==> config.mk <==
export PLATFORM = sky130hd
export DESIGN_NAME = spi_slave_tx_flat
export DESIGN_NICKNAME = d
export VERILOG_FILES = /design/src/rtl/spi_slave_tx_if.sv /design/src/rtl/spi_slave_tx.sv /design/src/flat_wrapper.sv
export SDC_FILE = /design/constraint.sdc
export NUM_CORES = 1
export LEC_CHECK = 0
export CAP_MARGIN = 20
export CORE_ASPECT_RATIO = 0.5
export CORE_MARGIN = 2
export CORE_UTILIZATION = 40
export CTS_BUF_LIST = sky130_fd_sc_hd__clkbuf_8
export CTS_CLUSTER_SIZE = 40
export DETAILED_ROUTE_END_ITERATION = 8
export GPL_TIMING_DRIVEN = 0
export PLACE_DENSITY = 0.65
export SLEW_MARGIN = 5
export SYNTH_ARGS = -nofsm -noshare
export SYNTH_HDL_FRONTEND = slang
export SYNTH_SLANG_ARGS = --single-unit
==> constraint.sdc <==
create_clock -name clk -period 2.7 [get_ports clk]
set_input_delay 0.27 -clock clk [delete_from_list [all_inputs] [get_ports clk]]
set_output_delay 0.27 -clock clk [all_outputs]
set_load 0.02 [all_outputs]
==> src/rtl/spi_slave_tx_if.sv <==
// rtl/spi_slave_tx_if.sv - SPI slave transmit bus: host pins plus the local word-load handshake
//
// Signals:
//   SCK, SS   host serial clock and active-low select, asynchronous to clk
//   MISO      serial data back to the host
//   tx_data   word to transmit; tx_load strobe; tx_ready holding buffer empty
//   tx_busy   frame in progress; tx_done / underrun / aborted one-clk status pulses
// Modports: slave is the transmitter block, master is whoever drives it.
interface spi_slave_tx_if #(
  parameter int DATA_WIDTH = 8
);
  logic                  SCK;
  logic                  SS;
  logic                  MISO;
  logic [DATA_WIDTH-1:0] tx_data;
  logic                  tx_load;
  logic                  tx_ready;
  logic                  tx_busy;
  logic                  tx_done;
  logic                  underrun;
  logic                  aborted;

  modport slave (
    input  SCK, SS, tx_data, tx_load,
    output MISO, tx_ready, tx_busy, tx_done, underrun, aborted
  );

  modport master (
    output SCK, SS, tx_data, tx_load,
    input  MISO, tx_ready, tx_busy, tx_done, underrun, aborted
  );
endinterface

==> src/rtl/spi_slave_tx.sv <==
// rtl/spi_slave_tx.sv - SPI slave transmitter: double-buffered word shifted out LSB-first on MISO
//
// Ports:
//   clk    system clock; SCK and SS are oversampled in this domain
//   n_rst  asynchronous active-low reset
//   bus    spi_slave_tx_if.slave (SCK/SS/MISO plus tx_data/tx_load/tx_ready and status pulses)
// One word per SS-low frame. The holding buffer is moved into the shift register when
// the frame starts, so the next word can be loaded while the current one is on the wire.
module spi_slave_tx #(
  parameter int                    DATA_WIDTH    = 8,
  parameter logic [DATA_WIDTH-1:0] UNDERRUN_WORD = {DATA_WIDTH{1'b1}},
  parameter logic                  IDLE_MISO     = 1'b1
) (
  input logic            clk,
  input logic            n_rst,
  spi_slave_tx_if.slave  bus
);

  localparam int                CW       = $clog2(DATA_WIDTH + 1);
  localparam logic [CW-1:0]     CNT_FULL = CW'(DATA_WIDTH);

  typedef enum logic [1:0] {
    ST_IDLE  = 2'd0,
    ST_SHIFT = 2'd1,
    ST_DONE  = 2'd2
  } state_t;

  // Two metastability flops plus one history flop per host signal.
  logic [2:0] sck_sync_q;
  logic [2:0] ss_sync_q;

  state_t                state_q,    state_d;
  logic [DATA_WIDTH-1:0] buf_q,      buf_d;
  logic                  buf_full_q, buf_full_d;
  logic [DATA_WIDTH-1:0] shift_q,    shift_d;
  logic [CW-1:0]         cnt_q,      cnt_d;
  logic                  miso_q,     miso_d;
  logic                  busy_q,     busy_d;
  logic                  done_q,     done_d;
  logic                  underrun_q, underrun_d;
  logic                  aborted_q,  aborted_d;

  logic sck_rise, sck_fall, ss_rise, ss_fall;

  assign sck_rise =  sck_sync_q[1] & ~sck_sync_q[2];
  assign sck_fall = ~sck_sync_q[1] &  sck_sync_q[2];
  assign ss_rise  =  ss_sync_q[1]  & ~ss_sync_q[2];
  assign ss_fall  = ~ss_sync_q[1]  &  ss_sync_q[2];

  always_comb begin
    state_d    = state_q;
    buf_d      = buf_q;
    buf_full_d = buf_full_q;
    shift_d    = shift_q;
    cnt_d      = cnt_q;
    done_d     = 1'b0;
    underrun_d = 1'b0;
    aborted_d  = 1'b0;

    // A load is only taken while the buffer is empty; otherwise it is dropped.
    if (bus.tx_load && !buf_full_q) begin
      buf_d      = bus.tx_data;
      buf_full_d = 1'b1;
    end

    unique case (state_q)
      ST_IDLE: begin
        if (ss_fall) begin
          cnt_d   = '0;
          state_d = ST_SHIFT;
          if (buf_full_q) begin
            shift_d    = buf_q;
            buf_d      = '0;
            buf_full_d = 1'b0;
          end else if (bus.tx_load) begin
            // Word arriving in the same clk as the frame start goes straight to the
            // shift register; the buffer stays empty for the next frame.
            shift_d    = bus.tx_data;
            buf_d      = buf_q;
            buf_full_d = 1'b0;
          end else begin
            shift_d    = UNDERRUN_WORD;
            underrun_d = 1'b1;
          end
        end
      end
      ST_SHIFT: begin
        if (ss_rise) begin
          // Host gave up mid-word: drop it, no retry.
          aborted_d = 1'b1;
          state_d   = ST_IDLE;
        end else begin
          if (sck_rise) begin
            cnt_d = cnt_q + 1'b1;
            if (cnt_q + 1'b1 == CNT_FULL) begin
              done_d  = 1'b1;
              state_d = ST_DONE;
            end
          end
          if (sck_fall && cnt_q < CNT_FULL) begin
            shift_d = {1'b0, shift_q[DATA_WIDTH-1:1]};
          end
        end
      end
      ST_DONE: begin
        if (ss_rise) begin
          state_d = ST_IDLE;
        end
      end
      default: begin
        state_d = ST_IDLE;
      end
    endcase

    busy_d = (state_d != ST_IDLE);
    miso_d = busy_d ? shift_d[0] : IDLE_MISO;
  end

  always_ff @(posedge clk or negedge n_rst) begin
    if (!n_rst) begin
      sck_sync_q <= 3'b000;
      ss_sync_q  <= 3'b111;
      state_q    <= ST_IDLE;
      buf_q      <= '0;
      buf_full_q <= 1'b0;
      shift_q    <= '0;
      cnt_q      <= '0;
      miso_q     <= IDLE_MISO;
      busy_q     <= 1'b0;
      done_q     <= 1'b0;
      underrun_q <= 1'b0;
      aborted_q  <= 1'b0;
    end else begin
      sck_sync_q <= {sck_sync_q[1:0], bus.SCK};
      ss_sync_q  <= {ss_sync_q[1:0], bus.SS};
      state_q    <= state_d;
      buf_q      <= buf_d;
      buf_full_q <= buf_full_d;
      shift_q    <= shift_d;
      cnt_q      <= cnt_d;
      miso_q     <= miso_d;
      busy_q     <= busy_d;
      done_q     <= done_d;
      underrun_q <= underrun_d;
      aborted_q  <= aborted_d;
    end
  end

  assign bus.tx_ready = ~buf_full_q;
  assign bus.MISO     = miso_q;
  assign bus.tx_busy  = busy_q;
  assign bus.tx_done  = done_q;
  assign bus.underrun = underrun_q;
  assign bus.aborted  = aborted_q;

endmodule

==> src/flat_wrapper.sv <==
// flat-port wrapper written by rule: the top's interface ports become plain ports
module spi_slave_tx_flat 
#(
  parameter int                    DATA_WIDTH    = 8,
  parameter logic [DATA_WIDTH-1:0] UNDERRUN_WORD = {DATA_WIDTH{1'b1}},
  parameter logic                  IDLE_MISO     = 1'b1
)
  (clk, n_rst, bus_SCK, bus_SS, bus_tx_data, bus_tx_load, bus_MISO, bus_tx_ready, bus_tx_busy, bus_tx_done, bus_underrun, bus_aborted);
  spi_slave_tx_if #(.DATA_WIDTH(DATA_WIDTH)) bus_i ();
  input logic clk;
  input logic n_rst;
  input wire logic [$bits(bus_i.SCK)-1:0] bus_SCK;
  input wire logic [$bits(bus_i.SS)-1:0] bus_SS;
  input wire logic [$bits(bus_i.tx_data)-1:0] bus_tx_data;
  input wire logic [$bits(bus_i.tx_load)-1:0] bus_tx_load;
  output wire logic [$bits(bus_i.MISO)-1:0] bus_MISO;
  output wire logic [$bits(bus_i.tx_ready)-1:0] bus_tx_ready;
  output wire logic [$bits(bus_i.tx_busy)-1:0] bus_tx_busy;
  output wire logic [$bits(bus_i.tx_done)-1:0] bus_tx_done;
  output wire logic [$bits(bus_i.underrun)-1:0] bus_underrun;
  output wire logic [$bits(bus_i.aborted)-1:0] bus_aborted;
  assign bus_i.SCK = bus_SCK;
  assign bus_i.SS = bus_SS;
  assign bus_i.tx_data = bus_tx_data;
  assign bus_i.tx_load = bus_tx_load;
  assign bus_MISO = bus_i.MISO;
  assign bus_tx_ready = bus_i.tx_ready;
  assign bus_tx_busy = bus_i.tx_busy;
  assign bus_tx_done = bus_i.tx_done;
  assign bus_underrun = bus_i.underrun;
  assign bus_aborted = bus_i.aborted;
  spi_slave_tx #(.DATA_WIDTH(DATA_WIDTH), .UNDERRUN_WORD(UNDERRUN_WORD), .IDLE_MISO(IDLE_MISO)) u_core (.clk(clk), .n_rst(n_rst), .bus(bus_i));
endmodule
==> flow_summary_export.csv, run 1 <==
group,metric,value,unit
worst_setup_path,rrSetupSlack,0.93,ns
floorplanning,ios,19,
sta,final-max-slew-violation-count,0,
worst_setup_path,crit_arrival,1.64,ns
worst_hold_path,worst_hold_path_type,"in -> async",
yosys,synthFlopType,"dfrtp_1",
global_route,grt_pass1_wl,5040,um
sta,period_share,70.8,%
cells_and_area,ant_diodes,0,
global_route,track_usage,15.8,%
global_route,grt_pass1_vias,1047,
cells_and_area,post-route-cell-area,1860,sq um
drt,total_wirelength_of_the_detailed_routed_design,3060,um
outcome,run_status,"finished, final reports clean",
worst_setup_path,critPathLaunchType,"flop",
drt,via_per_inst,5.49,
pwr,post-layout-total-power,1400,uW
global_route,pin_count_of_the_biggest_net_entering_global_routing,35,
floorplanning,start_util,43.0,%
yosys,syn-instance-count,136,
drt,drt_pre_antenna_iters,4,
clocking,cts_hold_buffers,0,
floorplanning,fp.dieH,47.7,um
yosys,postSynth.asyncResetShare,100,%
clocking,cts_tree,"built",
worst_setup_path,worst_stage_delay_on_the_critical_path,0.63,ns
cells_and_area,synthToLayoutAreaGrowth,21.7,%
drt,wire_per_inst,14.4,um
worst_setup_path,setup.worst_path.class,"reg -> out",
global_route,grt_antenna_before_repair,0,
clocking,cts_repair_resize_count,0,
floorplanning,core-area,3550,sq um
sta,fin_setup_tns,0,ns
cells_and_area,post_route_cells_drive_above_1_share,19.8,%
cells_and_area,nets,175,
placed_design,portBuffers,18,
yosys,syn_area,1530,sq um
sta,post-route-min-period,1.91,ns
worst_setup_path,crit_required,2.43,ns
sta,worst-slew-pin-transition,0.759,ns
pwr,power.density_cell_area,753,nW/um^2
clocking,clock-root-buffer,"clkbuf_8",
yosys,ys_seq_area_share,56.1,%
cells_and_area,mostFrequentLayoutCells,"30 x dfrtp_1, 17 x clkdlybuf4s50_1, 16 x nand2_1, 10 x nor2_1, 9 x a22oi_1",
sta,fmaxAchievable,523,MHz
sta,rsz0062_at_grt,"false",
placed_design,detailed_place_hpwl,2110,um
sta,setup-violations-final,0,
cells_and_area,final_common_cell,"dfrtp_1",
drt,ant_nets,0,
floorplanning,fp-row-count,15,
sta,timing_hold_violations_final,0,
drt,route.vias.total,1170,
global_route,global_route.overflow_total,0,
placed_design,dpl_cell_area,1760,sq um
yosys,synth.ff_latch_count,34,
yosys,syn_nets,150,
cells_and_area,utilization,52.3,%
yosys,netlist-cell-type-count,39,
clocking,cts.repair_timing.setup_buffer_count,0,
pwr,power.static_leakage,0.000771,uW
yosys,synth-warning-count,0,
flow_run,cap_violations,0,
sta,layout_skew,0.00663,ns
worst_setup_path,critical_path.endpoint_type,"output pin",
sta,timing.max_slew.rel_slack,49.4,%
clocking,worstSkewPairLatency,0.28,ns
clocking,clock_sinks,34,
worst_setup_path,cpMaxStageDelayCell,"clkdlybuf4s50_1",
clocking,cts_buffer_depth,2,
worst_setup_path,critical_path.max_fanout,10,
clocking,cts_made_buffers,5,
clocking,cts-htree-levels,2,
pwr,highest_ir_drop_seen_on_vdd,0.000258,V
clocking,cts.clk_slew.worst_paths,0.07,ns
floorplanning,width_of_the_chip,91.3,um
yosys,synth_enable_flop_cells,0,
yosys,synth.avg_cell_area,11.2,sq um
floorplanning,die_area,4350,sq um
worst_setup_path,path_cells,"clkinv_1 -> clkdlybuf4s50_1",
placed_design,routabilityCongestion,0.739,
drt,drt_iter0_drc,27,
drt,drcViolationCount,0,
flip-flops by register name (all words and copies together), names as in the netlist, 2 cells and up:
name,count
u_core.state_q,2
u_core.cnt_q,4
u_core.ss_sync_q,3
u_core.sck_sync_q,3
u_core.buf_q,8
u_core.shift_q,8
synthesized netlist by cell type (2+ instances only):
cell type	number	share of area, %
nor2_1	10	2.5
o22ai_1	7	2.9
a221o_1	3	2.0
nand2b_1	2	0.82
dfstp_2	4	6.9
nand3_1	6	2.0
nand2_1	16	3.9
nor2b_1	4	1.6
a22oi_1	9	4.4
o21ai_0	6	2.0
nor3_1	2	0.66
a221o_2	3	2.2
dfrtp_1	30	49
nand3b_1	2	0.98
o21ai_2	8	4.6
layer usage:
layer / vias up / wire length [um] / global-route usage, %
met5: - / 0 / 0
met2: 22 / 1370 / 25.2
li1: 552 / - / -
met4: 0 / 35 / 6.97
met1: 591 / 1560 / 20.8
met3: 5 / 93 / 5.04
stage by stage:
stage | instances | setup WS (ns) | hold slack (ns)
after floorplan | 136 | 1.10 | -0.0256
after detailed placement | 205 | 0.836 | 0.340
after global routing | 213 | 0.697 | 0.0981
after CTS | 213 | 0.784 | 0.0735
after global placement | 205 | 0.629 | 0.342
final | 213 | 0.788 | 0.0541
critical path, delay by kind of cell (launching register included):
family | cells | cell delay, ns
buffers and inverters | 2 | 0.92
flip-flops | 1 | 0.44
cells by family after synthesis:
group                    synth area share (%)
AO/OA/AOI/OAI                            21.9
adder cells (fa/ha/maj)                 0.820
buffers and inverters                    3.20
AND/OR/NAND/NOR                          16.2
XOR/XNOR                                 1.15
multiplexers                            0.656
flip-flops                               56.1
final timing paths:
check                                     start                    to  cells past startpoint
min reg2reg                u_core.sck_sync_q[0]  u_core.sck_sync_q[1]                      0
max reg2reg                 u_core.ss_sync_q[2]     u_core.shift_q[3]                      5
max                           u_core.buf_full_q          bus_tx_ready                      2
min in group clk           u_core.sck_sync_q[0]  u_core.sck_sync_q[1]                      0
max in group asynchronous                 n_rst    u_core.bus.aborted                      1
min                                       n_rst       u_core.buf_q[3]                      1
area by class of cell:
cell class / count / area (sq um)
tap: 51 / 63.8
timing repair buffer: 18 / 175
multi-input combinational: 95 / 621
buffer: 6 / 45.0
sequential: 34 / 856
fill: 307 / 1690
clock inverter: 2 / 8.76
inverter: 1 / 3.75
clock buffer: 6 / 82.6
where the power goes:
part,leakage (uW),switching (uW),internal [uW]
combinational,0.000289,153,161
sequential,0.000429,81.6,626
clock,0.0000524,175,202
No activity file was read; power rests on OpenSTA's default activity.
==> run 2: changes to the inputs <==
- clock period: 2.7 -> 1.8 ns (I/O delays scaled with it)
==> flow_summary_export.csv, run 2 (synthesis results as in run 1) <==
group,metric,value,unit
outcome,run_status,"finished, final reports clean",
sta,setup_ws,0.113,ns
cells_and_area,post_layout_nonfiller_instances,214,
clocking,cts_made_buffers,5,
drt,drcViolationCount,0,
placed_design,detailed_place_hpwl,2110,um
placed_design,placement.setup.worst_slack,0.0258,ns
placed_design,portBuffers,18,
floorplanning,ios,19,
cells_and_area,post_route_cells_drive_above_1_share,20.9,%
worst_setup_path,critical_path.max_fanout,8,
clocking,cts_buffer_depth,2,
pwr,power.density_cell_area,1120,nW/um^2
floorplanning,start_util,43.0,%
flow_run,cap_violations,0,
drt,wire_per_inst,14.3,um
worst_setup_path,r2r_start,"u_core.ss_sync_q[2]",
drt,drt_pre_antenna_iters,6,
worst_setup_path,rrSetupSlack,0.11,ns
worst_setup_path,worst_stage_delay_on_the_critical_path,0.56,ns
clocking,worstSkewPairLatency,0.28,ns
global_route,track_usage,15.8,%
global_route,grt_antenna_before_repair,0,
floorplanning,fp-row-count,15,
floorplanning,core-area,3550,sq um
global_route,pin_count_of_the_biggest_net_entering_global_routing,35,
placed_design,routabilityCongestion,0.739,
sta,post-route-min-period,1.69,ns
drt,total_wirelength_of_the_detailed_routed_design,3070,um
worst_setup_path,cpMaxStageDelayCell,"dfstp_2",
floorplanning,width_of_the_chip,91.3,um
placed_design,dp_cells,205,
clocking,cts_tree,"built",
global_route,global_route.overflow_total,0,
clocking,clock_sinks,34,
cells_and_area,nets,176,
floorplanning,die_area,4350,sq um
pwr,power.static_leakage,0.000778,uW
sta,timing_hold_violations_final,0,
cells_and_area,fill_cells,307,
global_route,grt_pass1_wl,5040,um
drt,route.vias.total,1164,
cells_and_area,mostFrequentLayoutCells,"30 x dfrtp_1, 17 x clkdlybuf4s50_1, 16 x nand2_1, 10 x nor2_1, 9 x a22oi_1",
cells_and_area,biggestRegsByFlops,"u_core.buf_q: 8 flops, u_core.shift_q: 8 flops, u_core.cnt_q: 4 flops",
worst_setup_path,setup.worst_path.class,"reg -> reg",
cells_and_area,final_common_cell,"dfrtp_1",
sta,layout_skew,0.00698,ns
drt,via_per_inst,5.44,
worst_setup_path,worstSetupEndpoint,"u_core.buf_q[0]",
worst_setup_path,crit_required,2.01,ns
drt,drt_iter0_drc,22,
worst_hold_path,worst_hold_path_type,"in -> reg",
clocking,cts-htree-levels,2,
floorplanning,fp.dieH,47.7,um
sta,fmaxAchievable,593,MHz
worst_setup_path,critPathLaunchType,"flop",
worst_setup_path,crit_start,"u_core.ss_sync_q[2]",
sta,period_share,93.7,%
global_route,grt_pass1_vias,1047,
clocking,cts.clk_slew.worst_paths,0.07,ns
sta,setup-violations-final,0,
cells_and_area,post-route-cell-area,1870,sq um
clocking,clock-root-buffer,"clkbuf_8",
sta,timing.max_slew.rel_slack,49.6,%
worst_setup_path,critical_path.endpoint_type,"flop",
cells_and_area,ant_diodes,0,
cells_and_area,synthToLayoutAreaGrowth,22.6,%
worst_setup_path,reg2regPathDepth,5,
placed_design,dpl_cell_area,1760,sq um
worst_setup_path,timing.rr.end,"u_core.buf_q[0]",
sta,worst-slew-pin-transition,0.756,ns
sta,final-max-slew-violation-count,0,
worst_setup_path,path_cells,"or4b_1 -> buf_2 -> a21oi_4 -> nand2_1 -> o21ai_2",
sta,rsz0062_at_grt,"false",
worst_setup_path,crit_arrival,1.90,ns
sta,finalHoldWorstSlack,0.336,ns
pwr,highest_ir_drop_seen_on_vdd,0.000389,V
drt,ant_nets,0,
-- run 2: area by class of cell --
class | count | area [sq um] | share of cell area [%]
Buffer | 6 | 45.0 | 2.41
Clock buffer | 6 | 82.6 | 4.42
Clock inverter | 2 | 8.76 | 0.469
Inverter | 1 | 5.00 | 0.268
Multi-Input combinational cell | 95 | 623 | 33.3
Sequential cell | 34 | 856 | 45.8
Tap cell | 51 | 63.8 | 3.41
Timing Repair Buffer | 19 | 185 | 9.91
-- run 2: where the power goes --
part / leakage (uW) / switching [uW] / internal, uW
logic: 0.000297 / 229 / 243
registers: 0.000429 / 123 / 938
clock network: 0.0000524 / 265 / 303
-- run 2: worst min path at each step --
stage | start | to | slack (ns) | cells after the start
after global routing | bus_SS | u_core.ss_sync_q[0] | 0.31 | 1
after floorplan | n_rst | u_core.buf_full_q | -0.12 | 0
after CTS | bus_SS | u_core.ss_sync_q[0] | 0.32 | 1
final | bus_SS | u_core.ss_sync_q[0] | 0.34 | 1
after detailed placement | n_rst | u_core.buf_q[3] | 0.30 | 1
after global placement | u_core.sck_sync_q[0] | u_core.sck_sync_q[1] | 0.34 | 0
-- run 2: critical path: cells and delay by family, from the launching register on --
kind	cells	cell delay, ns
AOI/OAI and AO/OA	2	0.34
buffers and inverters	1	0.18
DFF	1	0.56
and+or+nand+nor	2	0.53
-- run 2: repair_timing --
action	4_1_cts	5_1_grt
gates resized for setup	1	1
buffers inserted	0	0
gates cloned	0	0
endpoints found under the hold margin	30	0
hold buffers	1	0
pin swaps	0	0
endpoints found under the setup margin	1	6
-- run 2: layer usage --
metal	track usage [%]	vias to the layer above	part of all wire, %
li1	-	556	-
met1	20.8	587	51
met2	25.2	16	46
met3	5.04	5	2.5
met4	6.97	0	1.1
met5	0	-	0
-- run 2: through the flow --
step,total power (uW),TNS (ns),util (%)
after floorplan,1380,0,-
after global placement,1530,-5.40,49.9
after detailed placement,1540,0,49.7
after CTS,2120,0,52.6
after global routing,2220,0,52.7
final,2100,0,52.7
==> run 3: changes to the inputs <==
- CORE_UTILIZATION: 40 -> 30
- PLACE_DENSITY: 0.65 -> 0.52
==> flow_summary_export.csv, run 3 (synthesis results as in run 1) <==
group,metric,value,unit
drt,dr_wl_met2,1320,um
drt,drt_iter0_drc,43,
placed_design,portBuffers,18,
global_route,grt_pass1_vias,1054,
floorplanning,die_area,5710,sq um
worst_setup_path,critical_path.max_fanout,10,
worst_setup_path,crit_arrival,1.51,ns
global_route,grt_antenna_before_repair,0,
floorplanning,fp-row-count,18,
placed_design,routabilityCongestion,0.713,
sta,timing_hold_violations_final,0,
pwr,sw_frac_of_total,30.1,%
global_route,pin_count_of_the_biggest_net_entering_global_routing,35,
pwr,power.density_cell_area,1120,nW/um^2
cells_and_area,fill_cells,511,
worst_setup_path,setup.worst_path.class,"reg -> out",
global_route,global_route.overflow_total,0,
drt,wire_per_inst,13.6,um
worst_setup_path,r2r_start,"u_core.ss_sync_q[2]",
floorplanning,fp.dieH,54.4,um
worst_hold_path,worst_hold_path.num_cells,1,
drt,drt_pre_antenna_iters,4,
global_route,track_usage,12.4,%
drt,ant_nets,0,
worst_setup_path,critPathLaunchType,"flop",
clocking,cts-htree-levels,2,
pwr,power.static_leakage,0.000775,uW
sta,period_share,94.0,%
worst_setup_path,crit_required,1.62,ns
worst_hold_path,worst_hold_path_type,"in -> reg",
sta,final-max-slew-violation-count,0,
clocking,cts_buffer_depth,2,
sta,worst-slew-pin-transition,0.761,ns
global_route,grt_pass1_wl,5290,um
drt,dr_wl_met3,143,um
drt,total_wirelength_of_the_detailed_routed_design,3170,um
pwr,p_int,1490,uW
floorplanning,core-area,4910,sq um
clocking,cts.repair_timing.setup_buffer_count,0,
floorplanning,ios,19,
sta,post-route-min-period,1.69,ns
worst_hold_path,worst_min_delay_path_startpoint,"bus_SS",
worst_setup_path,timing.rr.end,"u_core.buf_q[0]",
sta,setup-violations-final,0,
placed_design,detailed_place_hpwl,2120,um
worst_hold_path,hold_path_end,"u_core.ss_sync_q[0]",
pwr,post-layout-total-power,2130,uW
clocking,cts_made_buffers,5,
cells_and_area,synthToLayoutAreaGrowth,24.8,%
sta,layout_skew,0.00404,ns
sta,timing.max_slew.rel_slack,49.3,%
drt,route.vias.total,1131,
clocking,clock-root-buffer,"clkbuf_8",
drt,met1Wirelength,1690,um
cells_and_area,biggestRegsByFlops,"u_core.buf_q: 8 flops, u_core.shift_q: 8 flops, u_core.cnt_q: 4 flops",
floorplanning,start_util,31.1,%
worst_setup_path,crit_start,"u_core.buf_full_q",
cells_and_area,final_common_cell,"dfrtp_1",
sta,fin_setup_tns,0,ns
sta,rsz0062_at_grt,"false",
clocking,cts.clk_slew.worst_paths,0.07,ns
worst_setup_path,rrSetupSlack,0.12,ns
flow_run,cap_violations,0,
worst_setup_path,path_cells,"clkinv_2 -> clkdlybuf4s50_1",
pwr,share_clk_of_total_power,28.2,%
worst_setup_path,critical_path.endpoint_type,"output pin",
worst_setup_path,cpMaxStageDelayCell,"clkdlybuf4s50_1",
cells_and_area,mostFrequentLayoutCells,"30 x dfrtp_1, 17 x clkdlybuf4s50_1, 16 x nand2_1, 10 x nor2_1, 9 x a22oi_1",
drt,topRoutingLayerUsed,"met4",
worst_setup_path,cp_num_buf_inv,2,
pwr,total_switching_power,642,uW
placed_design,dpl_cell_area,1790,sq um
pwr,highest_ir_drop_seen_on_vdd,0.000320,V
cells_and_area,post_route_cells_drive_above_1_share,22.1,%
outcome,run_status,"finished, final reports clean",
worst_setup_path,worst_stage_delay_on_the_critical_path,0.58,ns
worst_setup_path,cpLargestDelayFamily,"buffers and inverters",
pwr,seq_power_share,49.7,%
floorplanning,width_of_the_chip,105,um
clocking,worstSkewPairLatency,0.29,ns
pwr,power.share.combinational,22.1,%
clocking,cts_tree,"built",
drt,via_per_inst,4.85,
cells_and_area,nets,176,
worst_setup_path,reg2regPathDepth,5,
cells_and_area,ant_diodes,0,
cells_and_area,post-route-cell-area,1900,sq um
drt,drcViolationCount,0,
sta,fmaxAchievable,591,MHz
clocking,clock_sinks,34,
[run 3: cell count changes in the layout (fill, tap and decap cells not counted), sizes merged]
cell	before	now
clkinvlp	0	1
inv	1	0
[run 3: area by class of cell]
type	count	area, sq um	share of cell area, %
Buffer	6	45.0	2.37
Multi-Input combinational cell	95	629	33.1
Clock inverter	2	12.5	0.657
Sequential cell	34	856	45.0
Tap cell	70	87.6	4.60
Clock buffer	6	82.6	4.34
Inverter	1	5.00	0.263
Timing Repair Buffer	19	185	9.73
[run 3: timing repair]
item                       in CTS  in global routing
hold endpoints to repair       30                  0
gates resized for setup         2                  1
hold buffers                    1                  0
setup endpoints to repair       7                  4
[run 3: how the worst max path moves through the flow]
stage / to / slack (ns) / cells after the start
finish: bus_tx_ready / 0.11 / 2
global route: bus_tx_ready / 0.007 / 2
CTS: u_core.shift_q[1] / 0.04 / 5
detailed placement: u_core.shift_q[1] / -0.04 / 3
global placement: u_core.shift_q[1] / -0.20 / 1
floorplan: u_core.shift_q[1] / 0.20 / 5
[run 3: metal layers]
| layer | vias to the layer above | global-route usage (%) |
|---|---|---|
| met5 | - | 0 |
| met4 | 0 | 4.67 |
| met3 | 2 | 5.24 |
| met2 | 25 | 18.3 |
| met1 | 547 | 16.5 |
| li1 | 557 | - |
[run 3: power groups by stage]
stage                     Sequential, uW  Clock (uW)  Combinational (uW)
final                               1060         601                 471
after global routing                1080         660                 530
after CTS                           1060         623                 476
after detailed placement            1070           0                 476
after global placement              1070           0                 470
after floorplan                     1060           0                 322
[run 3: per-stage QoR]
step | setup slack [ns] | instances | hold slack, ns | util [%]
3_3_place_gp | -0.198 | 224 | 0.338 | 36.5
3_5_place_dp | -0.0369 | 224 | 0.302 | 36.4
2_1_floorplan | 0.203 | 136 | -0.116 | -
4_1_cts | 0.0448 | 233 | 0.294 | 38.7
5_1_grt | 0.00689 | 233 | 0.289 | 38.8
6_report | 0.108 | 233 | 0.299 | 38.8
